<file path="src/rtl/cpu_pkg.sv">
// Shared CPU constants: instruction width, opcode field location, the HALT
// opcode and the NOP encoding. Used by fetch, decode and PC logic.
package cpu_pkg;

  localparam int INSTR_W    = 16;
  localparam int OPCODE_MSB = 15;
  localparam int OPCODE_LSB = 11;
  localparam int OPCODE_W   = OPCODE_MSB - OPCODE_LSB + 1;

  localparam logic [OPCODE_W-1:0] OP_HALT   = 5'b00000;
  localparam logic [INSTR_W-1:0]  NOP_INSTR = 16'h0800;

  typedef logic [OPCODE_W-1:0] opcode_t;

  // True when the opcode field encodes HALT.
  function automatic logic is_halt(input opcode_t op);
    return op == OP_HALT;
  endfunction

endpackage

</file>
<file path="src/rtl/fetch_fifo.sv">
// Circular storage for fetched (instruction, PC+2) pairs. Pointers carry one
// extra MSB so a full buffer is distinguishable from an empty one; clear
// returns both pointers to zero and wins over push/pop.
module fetch_fifo #(
  parameter int DEPTH = 2,
  parameter int WIDTH = 16
) (
  input  logic                     clk,
  input  logic                     rst,
  input  logic                     i_push,
  input  logic                     i_pop,
  input  logic                     i_clear,
  input  logic [WIDTH-1:0]         i_instr,
  input  logic [WIDTH-1:0]         i_pc2,
  output logic [WIDTH-1:0]         o_instr,
  output logic [WIDTH-1:0]         o_pc2,
  output logic [$clog2(DEPTH):0]   o_count
);

  localparam int AW = $clog2(DEPTH);

  logic [AW:0]      r_wr_ptr;
  logic [AW:0]      r_rd_ptr;
  logic [WIDTH-1:0] r_instr_mem [DEPTH];
  logic [WIDTH-1:0] r_pc2_mem   [DEPTH];

  // Pointer update: clear resets both, otherwise push/pop advance independently.
  always_ff @(posedge clk or negedge rst) begin
    if (!rst) begin
      r_wr_ptr <= '0;
      r_rd_ptr <= '0;
    end else if (i_clear) begin
      r_wr_ptr <= '0;
      r_rd_ptr <= '0;
    end else begin
      if (i_push) r_wr_ptr <= r_wr_ptr + 1'b1;
      if (i_pop)  r_rd_ptr <= r_rd_ptr + 1'b1;
    end
  end

  // Entry write; payload needs no reset since validity comes from the pointers.
  always_ff @(posedge clk) begin
    if (i_push && !i_clear) begin
      r_instr_mem[r_wr_ptr[AW-1:0]] <= i_instr;
      r_pc2_mem[r_wr_ptr[AW-1:0]]   <= i_pc2;
    end
  end

  assign o_instr = r_instr_mem[r_rd_ptr[AW-1:0]];
  assign o_pc2   = r_pc2_mem[r_rd_ptr[AW-1:0]];
  assign o_count = r_wr_ptr - r_rd_ptr;

endmodule

</file>
<file path="src/rtl/fetch_buffer.sv">
// Instruction fetch buffer between instruction memory and decode. Wraps
// fetch_fifo with the valid/ready handshakes, sticky HALT capture and branch
// flush. Optional build macro FETCH_BYPASS_EN adds a zero-latency path from
// fetch to decode when the buffer is empty.
module fetch_buffer #(
  parameter int               DEPTH     = 2,
  parameter int               WIDTH     = 16,
  parameter logic [WIDTH-1:0] NOP_INSTR = cpu_pkg::NOP_INSTR
) (
  input  logic             clk,
  input  logic             rst,
  input  logic             in_valid,
  input  logic [WIDTH-1:0] in_instr,
  input  logic [WIDTH-1:0] in_pc2,
  output logic             in_ready,
  output logic             out_valid,
  output logic [WIDTH-1:0] out_instr,
  output logic [WIDTH-1:0] out_pc2,
  input  logic             out_ready,
  input  logic             flush,
  output logic             halted
);

  import cpu_pkg::*;

  localparam int          AW        = $clog2(DEPTH);
  localparam logic [AW:0] DEPTH_CNT = (AW+1)'(DEPTH);

  logic [AW:0]      w_count;
  logic [WIDTH-1:0] w_head_instr;
  logic [WIDTH-1:0] w_head_pc2;
  logic             w_in_ready;
  logic             w_stored_valid;
  logic             w_bypass;
  logic             w_push;
  logic             w_pop;
  logic             w_fifo_push;
  logic             w_fifo_pop;
  logic             w_halt_seen;
  logic             r_halted;

  // in_ready depends only on registered state so decode stalls never reach the PC combinationally.
  assign w_in_ready     = (w_count < DEPTH_CNT) & ~r_halted;
  assign w_stored_valid = (w_count != '0);

`ifdef FETCH_BYPASS_EN
  assign w_bypass = ~w_stored_valid & in_valid & out_ready & ~flush & ~r_halted;
`else
  assign w_bypass = 1'b0;
`endif

  assign w_push      = in_valid & w_in_ready & ~flush;
  assign w_pop       = out_valid & out_ready & ~flush;
  assign w_fifo_push = w_push & ~w_bypass;
  assign w_fifo_pop  = w_pop & ~w_bypass;
  assign w_halt_seen = w_push & is_halt(in_instr[OPCODE_MSB:OPCODE_LSB]);

  fetch_fifo #(
    .DEPTH (DEPTH),
    .WIDTH (WIDTH)
  ) u_fifo (
    .clk     (clk),
    .rst     (rst),
    .i_push  (w_fifo_push),
    .i_pop   (w_fifo_pop),
    .i_clear (flush),
    .i_instr (in_instr),
    .i_pc2   (in_pc2),
    .o_instr (w_head_instr),
    .o_pc2   (w_head_pc2),
    .o_count (w_count)
  );

  // Sticky HALT flag: set by an accepted HALT beat, cleared only by flush or reset.
  always_ff @(posedge clk or negedge rst) begin
    if (!rst) begin
      r_halted <= 1'b0;
    end else if (flush) begin
      r_halted <= 1'b0;
    end else if (w_halt_seen) begin
      r_halted <= 1'b1;
    end
  end

  // Output mux: bypassed beat, else buffered head, else a NOP with zero PC.
  always_comb begin
    out_instr = NOP_INSTR;
    out_pc2   = '0;
    if (w_bypass) begin
      out_instr = in_instr;
      out_pc2   = in_pc2;
    end else if (w_stored_valid) begin
      out_instr = w_head_instr;
      out_pc2   = w_head_pc2;
    end
  end

  assign out_valid = w_stored_valid | w_bypass;
  assign in_ready  = w_in_ready;
  assign halted    = r_halted;

endmodule
</file>
<file path="config.mk">
export PLATFORM = sky130hd
export DESIGN_NAME = fetch_buffer
export DESIGN_NICKNAME = d
export VERILOG_FILES = /design/src/rtl/cpu_pkg.sv /design/src/rtl/fetch_fifo.sv /design/src/rtl/fetch_buffer.sv
export SDC_FILE = /design/constraint.sdc
export NUM_CORES = 1
export LEC_CHECK = 0
export CORE_MARGIN = 2
export CORE_UTILIZATION = 55
export CTS_BUF_LIST = sky130_fd_sc_hd__clkbuf_8
export DETAILED_ROUTE_END_ITERATION = 16
export MAX_ROUTING_LAYER = met4
export PLACE_DENSITY = 0.87
export SLEW_MARGIN = 20
export SYNTH_ARGS = -nofsm -noshare
export SYNTH_HDL_FRONTEND = slang
export SYNTH_HIERARCHICAL = 1
export SYNTH_SLANG_ARGS = --single-unit
export TNS_END_PERCENT = 20
</file>
<file path="constraint.sdc">
create_clock -name clk -period 12.9 [get_ports clk]
set_clock_uncertainty 0.15 [all_clocks]
set_input_delay 2.58 -clock clk [delete_from_list [all_inputs] [get_ports clk]]
set_output_delay 2.58 -clock clk [all_outputs]
set_load 0.01 [all_outputs]
</file>
# Yosys cells after proc, flatten, opt, wreduce, memory -nomap -nowiden

Memories as Yosys holds them, arrays and structs flattened.
Cells that the tools add are included.

Flip-flop bits (word level): 5
Output and inout bits: 35
Input bits: 37
Bits in writable memories: 64
Word-level logic and storage cells: 34
Memories kept: 2

Memory list:

| name               | words | bits a word | rd ports | clocked after Yosys merged registers in | wr ports | RTL line         | text |
|---|---|---|---|---|---|---|---|
| u_fifo.r_instr_mem | 2     | 16          | 1        | 0                                       | 1        | fetch_fifo.sv:24 | `logic [WIDTH-1:0] r_instr_mem [DEPTH];` |
| u_fifo.r_pc2_mem   | 2     | 16          | 1        | 0                                       | 1        | fetch_fifo.sv:25 | `logic [WIDTH-1:0] r_pc2_mem [DEPTH];` |

Reductions and logical operators: 7
Order comparisons: 1
Add/subtract/negate cells: 3
Bitwise operators: 8
Mux-type cells: 10

Operators with widths:

| cell                                        | number |
|---|---|
| 2-to-1 mux 16 bit                           | 2 |
| 2-to-1 mux 2 bit                            | 4 |
| nonzero test 2 bit                          | 4 |
| AND 1 bit                                   | 6 |
| zero test 5 bit                             | 1 |
| adder 2 x 1 -> 2 bit, second input constant | 2 |
| 2-to-1 mux 1 bit                            | 4 |
| < comparator 2 bit, second input constant   | 1 |
| inverter 1 bit                              | 2 |
| subtractor 2 bit                            | 1 |
| logical AND 1 bit                           | 1 |
| zero test 1 bit                             | 1 |

# Depth between registers and ports, before layout

Gate-level depths: netlist of run 1.

Depth after elaboration: 8
Gate-level depth with buffers: 9
Gate-level depth less buffers: 8

# Cells and area by module

Netlist of run 1, hierarchy kept.

Modules (own cells, without submodules):

| module       | area an instance (um^2) | times used | cells an instance |
|---|---|---|---|
| fetch_fifo   | 2,681.3                 | 1          | 121 |
| fetch_buffer | 295.3                   | 1          | 45 |

# Worst setup path after synthesis of run 1

OpenSTA, ideal clock, no wires.

Kind: input to register
Start point: input flush
End point: memory u_fifo.r_instr_mem[0][0] (enable)
Setup slack: 6,646 ps
Required time: 12,281 ps
Cell stages on the path: 2
Arrival time: 5,635 ps
Cell sequence: nor4b_1 > nor3b_1

Word-level cells in the longest chain between the ends: 5

RTL lines:

| what                                     | RTL line           | text |
|---|---|---|
| from (decl)                              | fetch_buffer.sv:20 | `input logic flush,` |
| inverter 1 bit                           | fetch_buffer.sv:52 | `assign w_push = in_valid & w_in_ready & ~flush;` |
| AND 1 bit                                | fetch_buffer.sv:52 |  |
| logical AND 1 bit *                      | fetch_fifo.sv:43   | `if (i_push && !i_clear) begin` |
| 2-to-1 mux 1 bit *                       | fetch_fifo.sv:43   |  |
| 2-to-1 mux 1 bit (implied by the code) * | fetch_fifo.sv:44   | `r_instr_mem[r_wr_ptr[AW-1:0]] <= i_instr;` |
| to (decl)                                | fetch_fifo.sv:24   |  |

Every way passes the cells marked *; elsewhere a longest branch is shown, timed or not.

# Worst setup path after layout of run 1

Start point: register u_fifo.r_rd_ptr[0]
End point: output out_instr[11]

Word-level cells in the longest chain between the ends: 3

RTL lines:

| what                   | RTL line           | text |
|---|---|---|
| from (decl)            | fetch_fifo.sv:23   | `logic [AW:0] r_rd_ptr;` |
| from (signal assigned) | fetch_fifo.sv:37   | `if (i_pop) r_rd_ptr <= r_rd_ptr + 1'b1;` |
| subtractor 2 bit       | fetch_fifo.sv:51   | `assign o_count = r_wr_ptr - r_rd_ptr;` |
| via w_count[1]         | fetch_buffer.sv:29 | `logic [AW:0] w_count;` |
| nonzero test 2 bit     | fetch_buffer.sv:44 | `assign w_stored_valid = (w_count != '0);` |
| 2-to-1 mux 16 bit      | fetch_buffer.sv:92 | `end else if (w_stored_valid) begin` |
| to (decl)              | fetch_buffer.sv:17 | `output logic [WIDTH-1:0] out_instr,` |

The timed path passes the listed nets, and every way through them passes these cells.

==> results_dict.tcl, run 1 <==
set metrics [dict create \
    antenna_found_initial 0 \
    cp_data_arrival_time_ns 3.52 \
    rows 26 \
    cts_tree "yes" \
    routedWlPerCell_um 16.90 \
    setup_tns_ns 0 \
    drcViolationCount 0 \
    wirelength_um 5390 \
    grt_pass1_wl_um 8514 \
    synth.yosys.warnings 6 \
    synth_nets 204 \
    power.density_nw_per_um2 136.5 \
    critical_path_required_ns 10.17 \
    cts_inserted_buffers 9 \
    rr_worst_depth 6 \
    crit_path_start_kind "flop" \
    cp_cell_sequence "ha_1 > xnor2_1 > xnor2_1 > nor2_2 > buf_4 > or2_2 > clkdlybuf4s50_1" \
    drive_above_1_share 0.2209 \
    place_area_um2 3725 \
    cts-root-buf "clkbuf_8" \
    r2r-start "u_fifo/r_rd_ptr[0]" \
    cpMostUsedCell "xnor2_1" \
    initial_core_util 0.5755 \
    syn_area_per_cell_um2 17.93 \
    relSlewSlack 0.3292 \
    synth_seq_area_share 0.6877 \
    cts_setup_buffers 0 \
    clkTransAtPathRegs_ns 0.07 \
    critPathBufInv 2 \
    timing.final.crit_period_ns 6.255 \
    n_antenna_cell 0 \
    dpl_worst_slack_ns 6.932 \
    r2r-end "u_fifo/r_pc2_mem[1][3]" \
    netlist.area_leader.share 0.6456 \
    grt-ovfl-total 0 \
    synth_area_leaders "edfxtp_1, mux2_4, nor2b_1" \
    syn2layout_area_growth_pct 31.48 \
    grt_usage 0.1975 \
    die_w_um 77.57 \
    cts_hold_buf 0 \
    clockBufferDepth 2 \
    netlist_instances 166 \
    slew_violations 0 \
    hold_viol 0 \
    core_area_um2 5172 \
    path_depth 7 \
    htree_levels 3 \
    yosysUniqueCellTypes 23 \
    cp_max_fo 36 \
    drt-initial-drc-count 148 \
    grt_max_degree 37 \
    fp.dieArea_um2 6016 \
    crit_end "out_instr[11]" \
    clock_latency_ns 0.33 \
    stdcell_area_um2 3914 \
    setup_viol 0 \
    p_total_uw 534.3 \
    setup_slack_ns 6.645 \
    drt.antenna.violating_nets 0 \
    num_io_pins 72 \
    finalNetCount 282 \
    synth_seq_cells 69 \
    num_vias 1642 \
    cpPeakStageDelay_ns 1.03 \
    via_per_inst 5.147 \
    tightest_slew_ns 1.006 \
    critical_path.top_delay_family "flip-flops" \
    leakage_uw 0.001362 \
    fmax_mhz 159.9 \
    worst_setup_path_end_kind "primary output" \
    hold_class "reg -> reg" \
    finalCritPeriodShare 0.4849 \
    synth_top_area_cell "edfxtp_1" \
    dr.pass1.iters 4 \
    clock-sinks 69 \
    fp.dieH_um 77.57 \
    grt_pass1_vias 1644 \
    dp_hpwl_um 3618 \
    status "complete, no violations" \
    startpoint "u_fifo/r_rd_ptr[0]" \
    r2r_setup_slack_ns 8.80 \
    slowest_stage "dfrtp_2" \
    ir_worst_vdd_mv 0.08897 \
    path_class "reg -> out" \
    final_util 0.7567 \
    cts_resized 0 \
    rsz0062_at_grt "false" \
    syn_area_um2 2977 \
    max_cap_violations 0 \
    portBuffers 71 \
    place_congestion 0.6774 \
]
-- layer usage --
layer | up-vias | routed length [um] | global-route usage
li1 | 764 | - | -
met2 | 57 | 2707 | 0.3174
met5 | - | 0 | -
met1 | 807 | 2312 | 0.2365
met3 | 14 | 251 | 0.05349
met4 | 0 | 119 | 0.08571
-- synth_stat cells --
cell type   n
edfxtp_1   64
nor2b_1    31
mux2_4     27
dfrtp_1     5
mux2_2      5
inv_1       4
nor2_1      4
xnor2_1     4
buf_12      3
buf_2       3
nor3b_1     3
nand3b_1    2
a21bo_1     1
a21bo_2     1
a21oi_1     1
a21oi_2     1
buf_6       1
ha_1        1
nor4b_1     1
o22ai_1     1
or2_2       1
or4_1       1
or4b_1      1
-- logic make-up after synthesis --
logic type / count (synthesis) / share of synthesized area
XOR/XNOR: 4 / 0.01177
AND/OR/NAND/NOR: 44 / 0.09374
AO/OA/AOI/OAI: 5 / 0.01345
adder cells (fa/ha/maj): 1 / 0.004203
multiplexers: 32 / 0.1551
flip-flops: 69 / 0.6877
buffers and inverters: 11 / 0.03405
-- state kept, by name, summed over array words and instances, names as in the netlist --
name and count:
u_fifo/r_pc2_mem 32, u_fifo/r_wr_ptr 2, halted 1, u_fifo/r_instr_mem 32, u_fifo/r_rd_ptr 2
-- worst min-delay path by stage --
stage | from | to | slack [ns] | cells past startpoint
detailed placement | halted | halted | 0.44 | 2
finish | halted | halted | 0.46 | 2
floorplan | u_fifo/r_wr_ptr[1] | u_fifo/r_wr_ptr[1] | 0.39 | 2
global route | halted | halted | 0.48 | 2
global placement | u_fifo/r_rd_ptr[1] | u_fifo/r_rd_ptr[1] | 0.43 | 2
CTS | halted | halted | 0.45 | 2
-- worst min-delay path: stages, from the launching register on --
cell and delay [ns]:
dfrtp_1 0.41, inv_1 0.07, o22ai_1 0.08
-- cell usage in the layout (no fill, tap or decap), drive strengths merged, types with 2 or more instances in the layout --
cell	n
edfxtp	64
buf	3
dfrtp	5
nor3b	3
nor2b	31
inv	6
nand3b	2
clkinv	3
clkdlybuf4s50	71
a21bo	2
a21oi	2
xnor2	4
mux2	32
nor2	4
clkbuf	9
-- through the flow --
stage	instances	hold slack (ns)
after floorplan	166	0.3850
after global placement	303	0.4340
after detailed placement	303	0.4432
after CTS	319	0.4544
after global routing	319	0.4821
final	319	0.4614
-- cell type report --
class | count | area, um2
Clock buffer | 9 | 123.9
Clock inverter | 7 | 58.81
Fill cell | 300 | 1259
Inverter | 4 | 15.01
Multi-Input combinational cell | 86 | 847.1
Sequential cell | 69 | 2048
Tap cell | 70 | 87.58
Timing Repair Buffer | 74 | 733.2
-- power breakdown --
part | leakage (uW) | total [uW] | switching, uW | internal, uW
Combinational | 0.000615 | 113 | 45.4 | 67.3
Clock | 0.0000990 | 162 | 75.7 | 86.5
Sequential | 0.000648 | 259 | 7.61 | 252
Note: power is estimated with default switching activity, not from simulation.
==> run 2: changes to the inputs <==
CORE_UTILIZATION = 46   (was 55)
PLACE_DENSITY = 0.78   (was 0.87)
clock period = 5.65 ns   (was 12.9 ns; I/O delays follow)
==> results_dict.tcl, run 2 (synthesis gave the netlist of run 1 again) <==
set metrics [dict create \
    cts_resized 0 \
    core_area_um2 6314 \
    antenna_found_initial 0 \
    fp.dieArea_um2 7130 \
    cpPeakStageDelay_ns 0.64 \
    cts_tree "yes" \
    finalNetCount 284 \
    grt_pass1_vias 1664 \
    slew_violations 0 \
    setup_viol 0 \
    rows 29 \
    tightest_slew_ns 0.8624 \
    rr_worst_depth 7 \
    timing.final.crit_period_ns 4.100 \
    final_cell_mix "clkdlybuf4s50_1, edfxtp_1, nor2b_1, mux2_4, clkbuf_8" \
    ir_worst_vdd_mv 0.2260 \
    dp_hpwl_um 3215 \
    initial_core_util 0.4715 \
    cp_data_arrival_time_ns 2.82 \
    status "complete, no violations" \
    clkTransAtPathRegs_ns 0.07 \
    hold_class "reg -> reg" \
    portBuffers 71 \
    cts-root-buf "clkbuf_8" \
    wirelength_um 4869 \
    critical_path_required_ns 4.37 \
    grt_usage 0.1526 \
    num_io_pins 72 \
    grt_pass1_wl_um 7852 \
    dr.pass1.iters 4 \
    max_cap_violations 0 \
    clockBufferDepth 2 \
    cpMostUsedCell "xnor2_1" \
    fmax_mhz 243.9 \
    drcViolationCount 0 \
    place_congestion 0.7034 \
    dpl_worst_slack_ns 1.854 \
    path_class "reg -> out" \
    dp_cells 312 \
    holdWs_ns 0.4422 \
    clock_latency_ns 0.34 \
    syn2layout_area_growth_pct 33.00 \
    num_vias 1604 \
    setup_slack_ns 1.550 \
    finalCritPeriodShare 0.7257 \
    final_cells 328 \
    drt.antenna.violating_nets 0 \
    multi_input_area_um2 845.8 \
    leakage_uw 0.001379 \
    n_fill_cell 485 \
    hold_path_depth 2 \
    crit_path_start_kind "flop" \
    grt_max_degree 36 \
    routedWlPerCell_um 14.84 \
    cts_hold_buf 0 \
    setup_tns_ns 0 \
    cp_max_fo 34 \
    cts_inserted_buffers 9 \
    drive_above_1_share 0.2271 \
    die_w_um 84.44 \
    clock-sinks 69 \
    mostFrequentLayoutCell "clkdlybuf4s50_1" \
    power.density_nw_per_um2 317.5 \
    relSlewSlack 0.4169 \
    seq_area_um2 2048 \
    hold_viol 0 \
    slowest_stage "nor2_4" \
    n_antenna_cell 0 \
    worst_setup_path_end_kind "primary output" \
    drt-initial-drc-count 88 \
    cts_setup_buffers 0 \
    fp.dieH_um 84.44 \
    cp_cell_sequence "inv_1 > ha_1 > xnor2_1 > xnor2_1 > nor2_4 > or2_2 > clkdlybuf4s50_1" \
    rsz0062_at_grt "false" \
    htree_levels 3 \
    grt-ovfl-total 0 \
    via_per_inst 4.890 \
]
[run 2: where the power goes]
group          leakage (uW)  total [uW]  switching (uW)  internal, uW
registers          0.000648         580            5.07           575
clock network      0.000109         412             169           242
logic              0.000621         265             113           152
[run 2: stage by stage]
| stage | total power [uW] | area (um2) | util |
|---|---|---|---|
| 6_report | 1257 | 3959 | 0.6270 |
| 5_1_grt | 1306 | 3959 | 0.6270 |
| 4_1_cts | 1271 | 3959 | 0.6270 |
| 3_5_place_dp | 861.1 | 3754 | 0.5945 |
| 3_3_place_gp | 854.6 | 3754 | 0.5945 |
| 2_1_floorplan | 731.4 | 2977 | - |
[run 2: metal layers]
layer / routed length [um] / vias to the layer above / track usage / share of wire
met2: 2618 / 47 / 0.2612 / 0.54
met3: 200 / 10 / 0.02852 / 0.041
met1: 1946 / 780 / 0.1647 / 0.40
met4: 104 / 0 / 0.09091 / 0.021
met5: 0 / - / - / 0
li1: - / 767 / - / -
[run 2: cell type report]
type / instances / share of cell area
sequential: 69 / 0.5174
multi-input combinational: 86 / 0.2137
timing repair buffer: 76 / 0.1890
clock buffer: 9 / 0.03129
tap: 77 / 0.02434
clock inverter: 7 / 0.02054
inverter: 4 / 0.003793
[run 2: worst paths after layout]
kind                               startpoint                  endpoint  slack [ns]
max                        u_fifo/r_wr_ptr[0]             out_instr[11]        1.55
min                                    halted                    halted        0.44
max reg2reg                u_fifo/r_wr_ptr[0]  u_fifo/r_instr_mem[1][5]        2.63
min reg2reg                            halted                    halted        0.44
max in group asynchronous                 rst        u_fifo/r_rd_ptr[0]        4.29
min in group asynchronous                 rst                    halted        0.85
[run 2: worst max-delay path: cells and delay by family, from the launching register on]
| kind | cells | cell delay [ns] |
|---|---|---|
| xor gates and xnor gates | 2 | 0.33 |
| adders and majority gates | 1 | 0.22 |
| buffers and inverters | 2 | 0.62 |
| DFF | 1 | 0.44 |
| and+or+nand+nor | 2 | 0.86 |
==> run 3: changes to the inputs <==
clock period = 3.3 ns   (was 5.65 ns; I/O delays follow)
==> results_dict.tcl, run 3 (synthesis gave the netlist of run 1 again) <==
set metrics [dict create \
    status "complete, no violations" \
    finalNetCount 291 \
    core_area_um2 6314 \
    die_w_um 84.44 \
    worst_setup_path_end_kind "primary output" \
    cp_max_fo 14 \
    dr.pass1.iters 4 \
    holdWs_ns 0.4088 \
    cts_hold_buf 0 \
    cpPeakStageDelay_ns 0.55 \
    crit_path_start_kind "flop" \
    hold_class "in -> async" \
    drive_above_1_share 0.2442 \
    slowest_stage "clkdlybuf4s50_1" \
    grt_pass1_vias 1673 \
    cts_tree "yes" \
    n_antenna_cell 0 \
    wirelength_um 4863 \
    grt-ovfl-total 0 \
    r2r-end "u_fifo/r_pc2_mem[1][8]" \
    slew_violations 0 \
    final_cell_mix "edfxtp_1, clkdlybuf4s50_1, nor2b_1, mux2_4, dlymetal6s2s_1" \
    r2r-start "u_fifo/r_wr_ptr[0]" \
    rr_worst_depth 9 \
    clkTransAtPathRegs_ns 0.07 \
    rows 29 \
    htree_levels 3 \
    critical_path_required_ns 2.49 \
    drt.antenna.violating_nets 0 \
    mostFrequentLayoutCell "edfxtp_1" \
    setup_viol 0 \
    setup_tns_ns 0 \
    timing.final.crit_period_ns 3.204 \
    cpMostUsedCell "xnor2_2" \
    num_io_pins 72 \
    max_cap_violations 0 \
    cp_data_arrival_time_ns 2.39 \
    fp.dieH_um 84.44 \
    via_per_inst 4.779 \
    clock_latency_ns 0.32 \
    startpoint "u_fifo/r_wr_ptr[0]" \
    routedWlPerCell_um 14.52 \
    grt_max_degree 36 \
    cp_cell_sequence "inv_1 > ha_1 > xnor2_2 > xnor2_2 > nor2_4 > buf_12 > nor2b_1 > clkdlybuf4s50_1" \
    cts_inserted_buffers 9 \
    r2r_setup_slack_ns 0.59 \
    fp.dieArea_um2 7130 \
    grt_usage 0.1515 \
    place_congestion 0.7629 \
    portBuffers 71 \
    relSlewSlack 0.6045 \
    finalCritPeriodShare 0.9708 \
    power.density_nw_per_um2 499.8 \
    dp_hpwl_um 3045 \
    antenna_found_initial 0 \
    ir_worst_vdd_mv 0.3249 \
    hold_viol 0 \
    grt_pass1_wl_um 7983 \
    initial_core_util 0.4715 \
    leakage_uw 0.001597 \
    clock-sinks 69 \
    drcViolationCount 0 \
    path_class "reg -> out" \
    tightest_slew_ns 0.5932 \
    fmax_mhz 312.1 \
    num_vias 1601 \
    cts-root-buf "clkbuf_8" \
    final_util 0.6381 \
    syn2layout_area_growth_pct 35.35 \
    stdcell_area_um2 4029 \
    drt-initial-drc-count 70 \
    clockBufferDepth 2 \
    place_area_um2 3796 \
]
[run 3: cell count changes in the layout (fill, tap and decap cells not counted), moves of 2 or more]
cell and delta:
clkdlybuf4s50_1 -11, dlymetal6s2s_1 +11, buf_4 +5, inv_1 +3, bufinv_16 -2, nor3b_2 -2, nor3b_4 +2, xnor2_1 -2
xnor2_2 +2
[run 3: layout make-up]
| cell class | count | area (um2) |
|---|---|---|
| fill | 456 | 2285 |
| multi-input combinational | 87 | 884.6 |
| inverter | 4 | 15.01 |
| timing repair buffer | 82 | 833.3 |
| tap | 77 | 96.34 |
| clock inverter | 7 | 27.53 |
| sequential | 69 | 2048 |
| clock buffer | 9 | 123.9 |
[run 3: stage by stage]
step	std cells	total power, uW	setup slack, ns
CTS	335	2043	0.05703
detailed placement	316	1480	0.1815
global route	335	2113	-0.01248
floorplan	166	1252	-0.2326
finish	335	2014	0.09630
global placement	316	1474	0.2235
[run 3: how the worst max path moves through the flow]
stage / endpoint / slack [ns] / cells after the start
6_report: out_pc2[4] / 0.1 / 8
5_1_grt: out_instr[4] / -0.01 / 8
4_1_cts: out_pc2[12] / 0.06 / 8
3_5_place_dp: out_instr[11] / 0.18 / 7
3_3_place_gp: out_instr[11] / 0.22 / 7
2_1_floorplan: u_fifo/r_instr_mem[1][0] / -0.23 / 6
[run 3: layer usage]
| layer | part of all wire | global-route usage | vias to the layer above | routed length, um |
|---|---|---|---|---|
| li1 | - | - | 784 | - |
| met1 | 0.40 | 0.1707 | 762 | 1966 |
| met2 | 0.53 | 0.2619 | 46 | 2568 |
| met3 | 0.051 | 0.03441 | 9 | 246 |
| met4 | 0.017 | 0.06061 | 0 | 82 |
| met5 | 0 | - | - | 0 |
[run 3: where the power goes]
group	switching, uW	leakage (uW)	internal (uW)	total, uW
clock network	270	0.0000931	255	525
logic	212	0.000856	285	497
registers	6.69	0.000648	985	991
total	489	0.00160	1520	2010
[run 3: worst max-delay path: cells and delay by family, from the launching register on]
family        cells  cell delay (ns)
simple gates      2             0.22
buf+inv           3             0.79
flops             1             0.34
fa+ha+maj         1             0.23
xor+xnor          2             0.47
[run 3: what timing repair did]
item                       CTS  global route
setup endpoints to repair   33            30
gates resized for setup      2            12
cloned                       1             0
pin swaps                    1             1
buffers inserted             2             0
